[src/rtl/ps2_key_event_gen.sv]
// PS/2 keyboard receiver that assembles scancode sequences into the 65-bit key-event word.
// Optional frame timeout is compiled in with `define PS2_KEY_TIMEOUT_EN.
module ps2_key_event_gen #(
    parameter int FILT_LEN = 8,
    parameter int TIMEOUT  = 24000
) (
    input  logic        CLK,
    input  logic        RESET,
    input  logic        ps2_clk,
    input  logic        ps2_data,
    output logic [64:0] ps2_key,
    output logic        frame_err,
    output logic        busy
);

    localparam int FCW = (FILT_LEN > 1) ? $clog2(FILT_LEN + 1) : 1;

    localparam logic [1:0] ST_IDLE   = 2'd0;
    localparam logic [1:0] ST_DATA   = 2'd1;
    localparam logic [1:0] ST_PARITY = 2'd2;
    localparam logic [1:0] ST_STOP   = 2'd3;

    localparam logic [7:0] CODE_E0 = 8'hE0;
    localparam logic [7:0] CODE_F0 = 8'hF0;
    localparam logic [7:0] CODE_E1 = 8'hE1;

    // ------------------------------------------------------------------
    // Input synchronizers (idle-high lines, so reset to 1)
    // ------------------------------------------------------------------
    logic clk_meta_q, clk_sync_q;
    logic dat_meta_q, dat_sync_q;

    always_ff @(posedge CLK or posedge RESET) begin
        if (RESET) begin
            clk_meta_q <= 1'b1;
            clk_sync_q <= 1'b1;
            dat_meta_q <= 1'b1;
            dat_sync_q <= 1'b1;
        end else begin
            clk_meta_q <= ps2_clk;
            clk_sync_q <= clk_meta_q;
            dat_meta_q <= ps2_data;
            dat_sync_q <= dat_meta_q;
        end
    end

    // ------------------------------------------------------------------
    // Clock glitch filter: level flips after FILT_LEN differing samples
    // ------------------------------------------------------------------
    logic           filt_q, filt_d;
    logic [FCW-1:0] filt_cnt_q, filt_cnt_d;
    logic           fall;

    always_comb begin
        filt_d     = filt_q;
        filt_cnt_d = '0;
        fall       = 1'b0;
        if (clk_sync_q != filt_q) begin
            if (filt_cnt_q == FCW'(FILT_LEN - 1)) begin
                filt_d = clk_sync_q;
                fall   = filt_q;
            end else begin
                filt_cnt_d = filt_cnt_q + 1'b1;
            end
        end
    end

    always_ff @(posedge CLK or posedge RESET) begin
        if (RESET) begin
            filt_q     <= 1'b1;
            filt_cnt_q <= '0;
        end else begin
            filt_q     <= filt_d;
            filt_cnt_q <= filt_cnt_d;
        end
    end

    // ------------------------------------------------------------------
    // Frame FSM, stepped only by filtered falling edges
    // ------------------------------------------------------------------
    logic [1:0] state_q, state_d;
    logic [2:0] bit_cnt_q, bit_cnt_d;
    logic [7:0] shift_q, shift_d;
    logic       perr_q, perr_d;
    logic       byte_ok;
    logic       stop_err;
    logic       tmo_hit;

    always_comb begin
        state_d   = state_q;
        bit_cnt_d = bit_cnt_q;
        shift_d   = shift_q;
        perr_d    = perr_q;
        byte_ok   = 1'b0;
        stop_err  = 1'b0;
        if (fall) begin
            case (state_q)
                ST_IDLE: begin
                    if (!dat_sync_q) begin
                        state_d   = ST_DATA;
                        bit_cnt_d = 3'd0;
                        perr_d    = 1'b0;
                    end
                end
                ST_DATA: begin
                    shift_d   = {dat_sync_q, shift_q[7:1]};
                    bit_cnt_d = bit_cnt_q + 3'd1;
                    if (bit_cnt_q == 3'd7) begin
                        state_d = ST_PARITY;
                    end
                end
                ST_PARITY: begin
                    // Odd parity: the nine bits together must XOR to 1.
                    perr_d  = ~(^{shift_q, dat_sync_q});
                    state_d = ST_STOP;
                end
                ST_STOP: begin
                    if (dat_sync_q && !perr_q) begin
                        byte_ok = 1'b1;
                    end else begin
                        stop_err = 1'b1;
                    end
                    state_d = ST_IDLE;
                end
                default: state_d = ST_IDLE;
            endcase
        end
`ifdef PS2_KEY_TIMEOUT_EN
        if (tmo_hit) begin
            state_d = ST_IDLE;
        end
`endif
    end

    always_ff @(posedge CLK or posedge RESET) begin
        if (RESET) begin
            state_q   <= ST_IDLE;
            bit_cnt_q <= 3'd0;
            shift_q   <= 8'h00;
            perr_q    <= 1'b0;
        end else begin
            state_q   <= state_d;
            bit_cnt_q <= bit_cnt_d;
            shift_q   <= shift_d;
            perr_q    <= perr_d;
        end
    end

`ifdef PS2_KEY_TIMEOUT_EN
    // ------------------------------------------------------------------
    // Frame timeout: a fall always reloads, so it wins over expiry
    // ------------------------------------------------------------------
    localparam int TW = $clog2(TIMEOUT + 1);

    logic [TW-1:0] tmo_cnt_q, tmo_cnt_d;

    always_comb begin
        tmo_cnt_d = tmo_cnt_q;
        tmo_hit   = 1'b0;
        if (fall || state_q == ST_IDLE) begin
            tmo_cnt_d = '0;
        end else if (tmo_cnt_q == TW'(TIMEOUT - 1)) begin
            tmo_hit   = 1'b1;
            tmo_cnt_d = '0;
        end else begin
            tmo_cnt_d = tmo_cnt_q + 1'b1;
        end
    end

    always_ff @(posedge CLK or posedge RESET) begin
        if (RESET) begin
            tmo_cnt_q <= '0;
        end else begin
            tmo_cnt_q <= tmo_cnt_d;
        end
    end
`else
    assign tmo_hit = 1'b0;
`endif

    // ------------------------------------------------------------------
    // Event assembly
    // ------------------------------------------------------------------
    logic [63:0] acc_q, acc_d;
    logic [2:0]  pause_q, pause_d;
    logic [64:0] key_q, key_d;
    logic        err_q, err_d;
    logic [63:0] acc_shifted;
    logic        complete;

    assign acc_shifted = {acc_q[55:0], shift_q};

    always_comb begin
        acc_d    = acc_q;
        pause_d  = pause_q;
        key_d    = key_q;
        err_d    = stop_err | tmo_hit;
        complete = 1'b0;
        if (stop_err || tmo_hit) begin
            acc_d   = 64'h0;
            pause_d = 3'd0;
        end else if (byte_ok) begin
            // pause_q counts bytes already captured since E1; 0 means no Pause.
            if (pause_q != 3'd0) begin
                if (pause_q == 3'd7) begin
                    complete = 1'b1;
                end else begin
                    pause_d = pause_q + 3'd1;
                    acc_d   = acc_shifted;
                end
            end else if (shift_q == CODE_E1) begin
                pause_d = 3'd1;
                acc_d   = acc_shifted;
            end else if (shift_q == CODE_E0 || shift_q == CODE_F0) begin
                acc_d = acc_shifted;
            end else begin
                complete = 1'b1;
            end
            if (complete) begin
                key_d   = {~key_q[64], acc_shifted};
                acc_d   = 64'h0;
                pause_d = 3'd0;
            end
        end
    end

    always_ff @(posedge CLK or posedge RESET) begin
        if (RESET) begin
            acc_q   <= 64'h0;
            pause_q <= 3'd0;
            key_q   <= 65'h0;
            err_q   <= 1'b0;
        end else begin
            acc_q   <= acc_d;
            pause_q <= pause_d;
            key_q   <= key_d;
            err_q   <= err_d;
        end
    end

    assign ps2_key   = key_q;
    assign frame_err = err_q;
    assign busy      = (state_q != ST_IDLE);

endmodule

[config.mk]
export PLATFORM = sky130hd
export DESIGN_NAME = ps2_key_event_gen
export DESIGN_NICKNAME = d
export VERILOG_FILES = /design/src/rtl/ps2_key_event_gen.sv
export SDC_FILE = /design/constraint.sdc
export NUM_CORES = 1
export LEC_CHECK = 0
export CORE_MARGIN = 2
export CORE_UTILIZATION = 30
export CTS_BUF_LIST = sky130_fd_sc_hd__clkbuf_16
export DETAILED_ROUTE_END_ITERATION = 7
export GPL_TIMING_DRIVEN = 0
export REMOVE_ABC_BUFFERS = 1
export SLEW_MARGIN = 20
export SYNTH_ARGS = -nofsm -noshare
export SYNTH_HDL_FRONTEND = slang
export SYNTH_SLANG_ARGS = --single-unit
[constraint.sdc]
create_clock -name CLK -period 4.8 [get_ports CLK]
set_input_delay 0.96 -clock CLK [delete_from_list [all_inputs] [get_ports CLK]]
set_output_delay 0.96 -clock CLK [all_outputs]
set_load 0.02 [all_outputs]
# Word-level counts from Yosys, hierarchy flattened

Index checks and enable logic that the tools add are counted.

Register bits after elaboration: 148
Input port bits: 4
Output and inout port bits: 67
Logic and storage cells: 89

Add/subtract/negate cells: 3
Equal/unequal tests: 13
Muxes and demuxes: 36
Bitwise operators: 3
Reductions and logical operators: 20

Operators by type and width:

| cell                                                  | count |
|---|---|
| 2-to-1 mux 56 bit                                     | 7 |
| equality test 8 bit, second input constant            | 3 |
| 2-to-1 mux 3 bit                                      | 7 |
| AND reduction 3 bit                                   | 6 |
| 2-to-1 mux 1 bit                                      | 15 |
| parity 9 bit                                          | 1 |
| 2-to-1 mux 4 bit                                      | 2 |
| one-hot mux 2 bit (4 select lines)                    | 1 |
| nonzero test 2 bit                                    | 4 |
| adder 3 x 1 -> 3 bit, second input constant           | 2 |
| equality test 3 bit, second input constant            | 2 |
| one-hot mux 3 bit (2 select lines)                    | 1 |
| nonzero test 5 bit                                    | 1 |
| adder 4 x 1 -> 4 bit, second input constant           | 1 |
| equality test 2 bit, second input constant            | 2 |
| equality test 4 x 3 -> 1 bit, second input constant   | 1 |
| 2-to-1 mux 2 bit                                      | 2 |
| inequality test 2 bit, second input constant          | 2 |
| inequality test 4 x 3 -> 1 bit, second input constant | 1 |
| AND reduction 2 bit                                   | 2 |
| nonzero test 4 bit                                    | 1 |
| inverter 1 bit                                        | 3 |
| nonzero test 3 bit                                    | 1 |
| equality test 2 x 1 -> 1 bit, second input constant   | 1 |
| 6 further kinds                                       | 6 |

# Depth between registers and ports, before layout

Gate-level depths: netlist of run 1.

Depth in word-level cells: 10
Gate-level depth with buffers: 8
Mapped depth without buffers: 6

# Least setup slack after synthesis of run 1

Ideal clock, no wire load.

Path kind: register -> register
Start point: register shift_q[1]
End point: register key_q[10], in the netlist ps2_key[10]
Setup time: 0.125 ns
Arrival time: 1.981 ns
Required time: 4.675 ns
Setup slack: 2.694 ns
Stages on the path, launching flop included: 7
Path buffers: 2
Period minus slack after synthesis: 2.106 ns
Cell sequence: dfrtp_1 or4b_4 a2111oi_4 nor3_1 buf_6 buf_6 mux2_4

Cells in the longest elaborated chain, start to end: 8
Elaborated cells on any way between the ends: 10
Those cells by class: eq/ne: 3; mux: 5; reduce/logical: 2

Ends and longest elaborated chain:

| element                                  | line | RTL |
|---|---|---|
| from (decl)                              | 83   | `logic [7:0] shift_q, shift_d;` |
| from (signal assigned)                   | 144  | `shift_q <= shift_d;` |
| equality test 8 bit                      | 214  | `end else if (shift_q == CODE_E0 \|\| shift_q == CODE_F0) begin` |
| logical OR 1 bit                         | 214  |  |
| 2-to-1 mux 1 bit                         | 214  |  |
| 2-to-1 mux 1 bit (*)                     | 211  | `end else if (shift_q == CODE_E1) begin` |
| 2-to-1 mux 1 bit (*)                     | 204  | `if (pause_q != 3'd0) begin` |
| 2-to-1 mux 1 bit (*)                     | 202  | `end else if (byte_ok) begin` |
| 2-to-1 mux 1 bit (*)                     | 199  | `if (stop_err \|\| tmo_hit) begin` |
| AND reduction 3 bit (no source line) (*) | n/a  |  |
| to (signal assigned)                     | 236  | `key_q <= key_d;` |
| to (decl)                                | 186  | `logic [64:0] key_q, key_d;` |

Mark *: on every way between the ends. The rest lies on a longest branch, timed or not. The select of a mux whose other input is x is not followed.
A chain may end at the register's enable or synchronous reset.

# Worst setup path in the final report of run 1

Start point: register state_q[0]
End point: output port busy

Cells in the longest elaborated chain, start to end: 1

Ends and longest elaborated chain:

| element                | line | RTL |
|---|---|---|
| from (decl)            | 81   | `logic [1:0] state_q, state_d;` |
| from (signal assigned) | 142  | `state_q <= state_d;` |
| nonzero test 2 bit     | 243  | `assign busy = (state_q != ST_IDLE);` |
| to (decl)              | 13   | `output logic busy` |

No other way between the ends.

==> results.cfg, run 1 <==
[yosys]
synth_top_area_share = 0.6047
synth_sequential_area_ratio = 0.6268
avgSynthCellArea_um2 = 15.95
ys_types = 35
syn_inst = 371
synthTopCellsByArea = dfrtp_1 (60%), mux2_4 (13%), a22o_1 (8.6%)
netlist_area_um2 = 5918
synth_edf_count = 0
yosysWarningCount = 0
yosys.area.top_type = dfrtp_1
synth_flop_cell = dfrtp_1
async_reset_ff_frac = 1.000
ys_ff_latch = 148

[global_routing]
grt_pass1_wl_um = 18490
grt.total_usage = 0.1140
grt_max_degree = 94
gr-total-overflow = 0
grt_pass1_vias = 3518
antenna_found_initial = 0

[layout]
fin_area_um2 = 7596
ff_latch_area_um2 = 3710
fin_nets = 466
multiInputGateArea_um2 = 2069
drive_above_1_share = 0.2823
final_cell_mix = dfrtp_1 (143), clkdlybuf4s50_1 (70), a22o_1 (58)
synthToLayoutAreaGrowth_pct = 28.35
instances_no_fill = 729
antenna_cells = 0
fillCellCount = 1842
final_common_cell = dfrtp_1

[critical_path]
crit_type = reg -> out
path_max_fanout = 4
worst_ep_required_time_ns = 3.84
cp-end-kind = primary output
r2r-start = filt_cnt_q[0]$_DFF_PP0_
crit_path_start_kind = register
cp_slowest_stage_delay_ns = 0.59
reg2reg_to = ps2_key[59]$_DFFE_PP0P_
cp-endpoint = busy
critical_path.slowest_cell = clkdlybuf4s50_1
ff2ff_path_depth = 8
worstPathCellList = inv_1 > ha_1 > inv_1 > clkdlybuf4s50_1
arrival_ns = 1.79
startpoint = state_q[0]$_DFFE_PP0P_
reg2reg_setup_slack_ns = 2.07
crit_top_cell = inv_1

[clock_tree]
cts_resized = 0
clkTransAtPathRegs_ns = 0.06
cts_setup_buffers = 0
clockBufferDepth = 2
clock_latency_ns = 0.40
cts_buffers = 17
cts.sink_count = 148
cts_tree = built
cts_max_level = 4
hold_buffers = 0
cts_root_buf = clkbuf_16

[sta]
fmaxAchievable_mhz = 363.6
finalHoldViolations = 0
setup_viol = 0
max_slew_margin = 0.4372
fin_skew_ns = 0.006978
min_period_over_period = 0.5730
period_needed_ns = 2.750
rsz0062_at_grt = no
drv_slew = 0
tightest_slew_ns = 0.8442

[routing]
via_per_inst = 4.542
drc = 0
drtIter0Drc = 139
ant_nets = 0
dr.pass1.iters = 4
wl_um = 11130
wl_per_cell_um = 15.27
dr_total_vias = 3311

[worst_hold_path]
hold_path.class = reg -> reg
whs_path_depth = 0

[floorplan]
start_util = 0.3051
ios = 71
dieArea_um2 = 20870
rows = 51
core_um2 = 19400
die_w_um = 144.5
die_h_um = 144.5

[placement]
portBuffers = 70
placed_area_um2 = 6959
place.gp.congestion = 0.7167
dpl.cell_count = 698
dp_hpwl_um = 7057

[power]
vdd_drop_max_uv = 198.9
p_leak_nw = 3.580
p_per_area_nw_per_um2 = 365.1

[status]
status = finished, final reports clean

[flow_run]
cap_violations = 0
logic make-up after synthesis:
logic type / synth area share
AO/OA/AOI/OAI: 0.1027
XOR/XNOR: 0.01713
adder cells (fa/ha/maj): 0.02114
buffers and inverters: 0.02664
flip-flops: 0.6269
multiplexers: 0.1763
AND/OR/NAND/NOR: 0.02918
registers in the layout, summed over array words and instances (netlist names):
signal	count
acc_q	56
bit_cnt_q	3
clk_meta_q	1
clk_sync_q	1
dat_meta_q	1
dat_sync_q	1
filt_cnt_q	4
filt_q	1
frame_err	1
pause_q	3
perr_q	1
ps2_key	65
shift_q	8
state_q	2
stage by stage:
step / TNS, ns / hold WS, ns / power, W / setup WS [ns] / utilization
finish: 0 / 0.3568 / 0.002774 / 2.050 / 0.3916
CTS: 0 / 0.3573 / 0.002810 / 2.012 / 0.3916
global route: 0 / 0.3585 / 0.002875 / 1.824 / 0.3916
floorplan: -241.93 / 0.3452 / 0.001346 / -3.520 / -
detailed placement: 0 / 0.3487 / 0.001368 / 2.020 / 0.3587
global placement: -698.33 / 0.3472 / 0.001360 / -6.463 / 0.3515
report_power, final:
part	leakage [nW]	total [W]	internal (W)	switching (W)
combinational	1.22	0.0000622	0.0000227	0.0000396
sequential	2.05	0.00128	0.00127	0.0000127
clock	0.310	0.00143	0.000918	0.000513
synth_stat cells (all sizes together) (2+ instances only):
library cell / number
dfrtp: 143
mux2: 76
a22o: 58
buf: 13
ha: 10
clkbuf: 7
inv: 7
nand2: 6
nor2: 6
xnor2: 6
dfstp: 5
nand3: 3
nor2b: 3
nor3: 3
o21ai: 3
xor2: 3
a21oi: 2
a31oi: 2
and3b: 2
or4b: 2
worst max-delay path, delay by kind of cell (launching register included):
kind                       cells  cell delay [ns]
buffers and inverters          3             0.74
DFF                            1             0.39
adders and majority gates      1             0.25
cell type report:
cell class	count	share of cell area
clock inverter	14	0.02784
inverter	7	0.004447
sequential	148	0.4884
clock buffer	17	0.05600
multi-input combinational	196	0.2724
tap	265	0.04365
timing repair buffer	82	0.1072
worst min-delay path by stage:
stage / start / endpoint / slack, ns
global placement: dat_meta_q$_DFF_PP1_ / dat_sync_q$_DFF_PP1_ / 0.35
floorplan: clk_meta_q$_DFF_PP1_ / clk_sync_q$_DFF_PP1_ / 0.35
finish: clk_meta_q$_DFF_PP1_ / clk_sync_q$_DFF_PP1_ / 0.36
detailed placement: clk_meta_q$_DFF_PP1_ / clk_sync_q$_DFF_PP1_ / 0.35
CTS: dat_meta_q$_DFF_PP1_ / dat_sync_q$_DFF_PP1_ / 0.36
global route: clk_meta_q$_DFF_PP1_ / clk_sync_q$_DFF_PP1_ / 0.36
metal layers:
layer  share of wire  up-vias  GRT usage
li1                -     1519          -
met1            0.49     1740     0.1529
met2            0.47       45     0.1761
met3           0.037        7    0.03576
met4          0.0095        0    0.03679
met5               0        -          0
Note: power is estimated with default switching activity, not from simulation.
==> run 2, diff against run 1 <==
==> constraint.sdc (replaced) <==
create_clock -name CLK -period 2.75 [get_ports CLK]
set_input_delay 0.55 -clock CLK [delete_from_list [all_inputs] [get_ports CLK]]
set_output_delay 0.55 -clock CLK [all_outputs]
set_load 0.02 [all_outputs]
==> results.cfg, run 2 (synthesis results as in run 1) <==
[power]
vdd_drop_max_uv = 346.8
pwr-share-clk = 0.515
p_seq_frac = 0.462
power.total_w = 0.004835
comb_power_share = 0.022
p_leak_nw = 3.580
p_switching_w = 0.0009806
swShare = 0.2028
p_per_area_nw_per_um2 = 635.3
p_int_w = 0.003854

[global_routing]
grt.total_usage = 0.1140
antenna_found_initial = 0
grt_max_degree = 94
grt_pass1_wl_um = 18500
grt_pass1_vias = 3532
gr-total-overflow = 0

[placement]
placed_area_um2 = 6959
dp_hpwl_um = 7057
portBuffers = 70
place.gp.congestion = 0.7167

[sta]
hold_ws_ns = 0.3567
max_slew_margin = 0.4345
setup_viol = 0
tightest_slew_ns = 0.8482
fin_skew_ns = 0.006184
rsz0062_at_grt = no
min_period_over_period = 0.9362
period_needed_ns = 2.575
fmaxAchievable_mhz = 388.4
finalHoldViolations = 0
drv_slew = 0
tns_ns = 0

[layout]
drive_above_1_share = 0.2839
final_cell_mix = dfrtp_1 (143), clkdlybuf4s50_1 (70), a22o_1 (58)
fin_nets = 467
fin_area_um2 = 7610
largest_reg_flops = 65
synthToLayoutAreaGrowth_pct = 28.58
final_common_cell = dfrtp_1
antenna_cells = 0

[clock_tree]
cts.sink_count = 148
cts_buffers = 17
cts_root_buf = clkbuf_16
clock_latency_ns = 0.40
cts_tree = built
hold_buffers = 0
clkTransAtPathRegs_ns = 0.06
cts_max_level = 4
clockBufferDepth = 2

[critical_path]
worst_ep_required_time_ns = 3.09
arrival_ns = 2.91
cp-end-kind = register
critical_path.slowest_cell = o21ba_4
path_max_fanout = 57
crit_path_start_kind = register
worstPathCellList = or4b_4 > a2111oi_4 > o21ba_4 > a22o_1
crit_type = reg -> reg
cp_slowest_stage_delay_ns = 0.71

[worst_hold_path]
hold_path.class = reg -> reg

[flow_run]
cap_violations = 0

[floorplan]
dieArea_um2 = 20870
rows = 51
die_w_um = 144.5
ios = 71
start_util = 0.3051
core_um2 = 19400
die_h_um = 144.5

[routing]
wl_um = 11150
dr_total_vias = 3327
ant_nets = 0
drc = 0
dr.pass1.iters = 4
via_per_inst = 4.558
drtIter0Drc = 152
wl_per_cell_um = 15.28

[status]
status = finished, final reports clean
-- run 2: per-layer routing --
layer	global-route usage	vias up	wire [um]
met1	0.1527	1748	5386
met4	0.03679	0	123
met5	0	-	0
li1	-	1523	-
met3	0.03576	9	416
met2	0.1764	47	5227
-- run 2: path summary, 6_finish.rpt --
| path | startpoint | end | slack [ns] | depth (start not counted) |
|---|---|---|---|---|
| setup / recovery | shift_q[1]$_DFFE_PP0P_ | acc_q[10]$_DFFE_PP0P_ | 0.18 | 4 |
| hold / removal | dat_meta_q$_DFF_PP1_ | dat_sync_q$_DFF_PP1_ | 0.36 | 0 |
| setup reg to reg | shift_q[1]$_DFFE_PP0P_ | acc_q[10]$_DFFE_PP0P_ | 0.18 | 4 |
| hold reg to reg | dat_meta_q$_DFF_PP1_ | dat_sync_q$_DFF_PP1_ | 0.36 | 0 |
| max in group asynchronous | RESET | filt_q$_DFFE_PP1P_ | 1.38 | 3 |
| min in group asynchronous | RESET | acc_q[43]$_DFFE_PP0P_ | 0.55 | 2 |
-- run 2: power by group through the flow --
stage          clock network (W)   logic, W  registers, W
6_report                 0.00249   0.000109       0.00223
5_1_grt                  0.00265   0.000129       0.00224
4_1_cts                  0.00256   0.000114       0.00223
3_5_place_dp                   0   0.000113       0.00227
3_3_place_gp                   0   0.000100       0.00227
2_1_floorplan                  0  0.0000804       0.00227
-- run 2: worst max-delay path: cells and delay by family, from the launching register on --
kind / cells / cell delay, ns
simple gates: 1 / 0.59
compound gates: 3 / 1.40
flops: 1 / 0.44
-- run 2: stage by stage --
step,setup WS [ns],cells,util
2_1_floorplan,-5.570,351,-
3_3_place_gp,-8.513,686,0.3515
3_5_place_dp,-0.02981,698,0.3587
4_1_cts,0.09611,729,0.3919
5_1_grt,0.05933,730,0.3923
6_report,0.1754,730,0.3923
-- run 2: layout make-up --
class	count	area (um2)
clock buffers	17	425.4
clock inverters	14	211.5
fillers	1843	11790
inverters	7	33.78
multi-input cells	196	2076
flip-flops and latches	148	3710
well taps	265	331.6
repair buffers	83	822.0
-- run 2: repair_timing --
action,in CTS,in global routing
setup endpoints to repair,11,11
resized for setup,1,0
pin swaps,0,1
setup buffers,0,1
==> run 3, diff against run 2 <==
--- a/config.mk
+++ b/config.mk
@@ -9,6 +9,7 @@
 export CORE_UTILIZATION = 30
 export CTS_BUF_LIST = sky130_fd_sc_hd__clkbuf_16
 export DETAILED_ROUTE_END_ITERATION = 7
+export DONT_BUFFER_PORTS = 1
 export GPL_TIMING_DRIVEN = 0
 export REMOVE_ABC_BUFFERS = 1
 export SLEW_MARGIN = 20
==> constraint.sdc (replaced) <==
create_clock -name CLK -period 2.75 [get_ports CLK]
set_input_delay 0.55 -clock CLK [delete_from_list [all_inputs] [get_ports CLK]]
set_output_delay 0.55 -clock CLK [all_outputs]
set_load 0.1 [all_outputs]
==> results.cfg, run 3 (synthesis results as in run 1) <==
[floorplan]
core_um2 = 19400
ios = 71
die_h_um = 144.5
die_w_um = 144.5
rows = 51
dieArea_um2 = 20870
start_util = 0.3051

[placement]
portBuffers = 0
dp_hpwl_um = 6834
dpl.cell_count = 627
place_ws_ns = -0.2383
place.gp.congestion = 0.7270

[routing]
via_per_inst = 4.580
wl_um = 10760
ant_nets = 0
wl_per_cell_um = 16.30
drc = 0
drtIter0Drc = 132
dr.pass1.iters = 4
dr_total_vias = 3023

[sta]
setup_viol = 0
rsz0062_at_grt = no
fin_skew_ns = 0.008745
period_needed_ns = 2.583
tns_ns = 0
max_slew_margin = 0.3719
tightest_slew_ns = 0.9422
hold_ws_ns = -0.006072
finalWorstSetupSlack_ns = 0.1668
finalHoldViolations = 2
min_period_over_period = 0.9393
drv_slew = 0
fmaxAchievable_mhz = 387.1

[clock_tree]
cts_buffers = 17
clkTransAtPathRegs_ns = 0.06
cts.sink_count = 148
cts_max_level = 4
clock_latency_ns = 0.41
cts_root_buf = clkbuf_16
cts_tree = built
clockBufferDepth = 2

[layout]
multiInputGateArea_um2 = 2079
fin_nets = 396
ff_latch_area_um2 = 3710
drive_above_1_share = 0.3418
synthToLayoutAreaGrowth_pct = 17.38
antenna_cells = 0
final_cell_mix = dfrtp_1 (143), a22o_1 (58), mux2_4 (50)
instances_no_fill = 660
largest_reg_flops = 65
fillCellCount = 1871
final_common_cell = dfrtp_1

[worst_hold_path]
hold_path.class = in -> async

[status]
status = finished with violations
violations = negative hold slack

[critical_path]
arrival_ns = 2.88
cp_slowest_stage_delay_ns = 0.59
crit_path_start_kind = register
worst_ep_required_time_ns = 3.04
path_max_fanout = 7
cp-end-kind = register
critical_path.slowest_cell = or4b_4
worstPathCellList = or4b_4 > a2111oi_4 > nor3_4 > buf_6 > buf_4 > buf_4 > buf_4 > mux2_4
crit_type = reg -> reg
crit_top_cell = buf_4

[flow_run]
cap_violations = 0

[global_routing]
gr-total-overflow = 0
grt_max_degree = 88
grt_pass1_wl_um = 17700
grt.total_usage = 0.1109
grt_pass1_vias = 3256
antenna_found_initial = 0

[power]
p_leak_nw = 3.356
p_per_area_nw_per_um2 = 717.4
vdd_drop_max_uv = 330.3
==> run 3: cell count changes in the layout (fill, tap and decap cells not counted), sizes merged <==
cell,previous run,this run
clkdlybuf4s50,70,0
clkinv,8,5
inv,7,10
bufinv,5,6
buf,13,12
==> run 3: path summary, 6_finish.rpt <==
check	startpoint	end	slack (ns)	cells past startpoint
max in group asynchronous	RESET	clk_sync_q$_DFF_PP1_	1.96	2
min	RESET	ps2_key[59]$_DFFE_PP0P_	-0.006	1
max reg2reg	shift_q[1]$_DFFE_PP0P_	ps2_key[48]$_DFFE_PP0P_	0.17	8
min reg2reg	dat_meta_q$_DFF_PP1_	dat_sync_q$_DFF_PP1_	0.36	0
min in group CLK	ps2_clk	clk_meta_q$_DFF_PP1_	0.13	0
max	shift_q[1]$_DFFE_PP0P_	ps2_key[48]$_DFFE_PP0P_	0.17	8
==> run 3: timing repair <==
item	4_1_cts	5_1_grt
gates resized for setup	1	2
setup endpoints to repair	17	7
hold buffers	0	0
setup buffers	1	0
pin swaps	1	1
==> run 3: power by group <==
group          leakage (nW)  switching, W  internal, W
Sequential             2.05     0.0000227      0.00221
Combinational         0.977     0.0000689    0.0000367
Clock                 0.330      0.000929      0.00171
==> run 3: worst max-delay path: cells and delay by family, from the launching register on <==
kind	cells	cell delay, ns
AO/OA/AOI/OAI	1	0.37
buffers and inverters	4	0.68
flip-flops	1	0.44
multiplexers	1	0.31
AND/OR/NAND/NOR	2	0.66
==> run 3: cell type report <==
| cell class | instances | share of cell area |
|---|---|---|
| Sequential cell | 148 | 0.5340 |
| Multi-Input combinational cell | 196 | 0.2994 |
| Clock buffer | 17 | 0.06124 |
| Tap cell | 265 | 0.04773 |
| Clock inverter | 15 | 0.03638 |
| Timing Repair Buffer | 12 | 0.01639 |
| Inverter | 7 | 0.004863 |
==> run 3: per-stage QoR <==
stage          area, um2  hold WS, ns    util  total power (W)
2_1_floorplan       5787       0.3452       -         0.002351
3_3_place_gp        6118       0.3481  0.3154         0.002370
3_5_place_dp        6251       0.3490  0.3222         0.002385
4_1_cts             6943     0.009270  0.3579         0.005064
5_1_grt             6947      0.01279  0.3581         0.005186
6_report            6947    -0.006072  0.3581         0.004983
==> run 3: layer usage <==
layer  up-vias  GRT usage  routed length [um]  share of wire
met5         -          0                   0              0
met4         0    0.03986                 163          0.015
met3        13    0.04702                 622          0.058
met2        58     0.1711                5121           0.48
met1      1571     0.1392                4849           0.45
li1       1381          -                   -              -
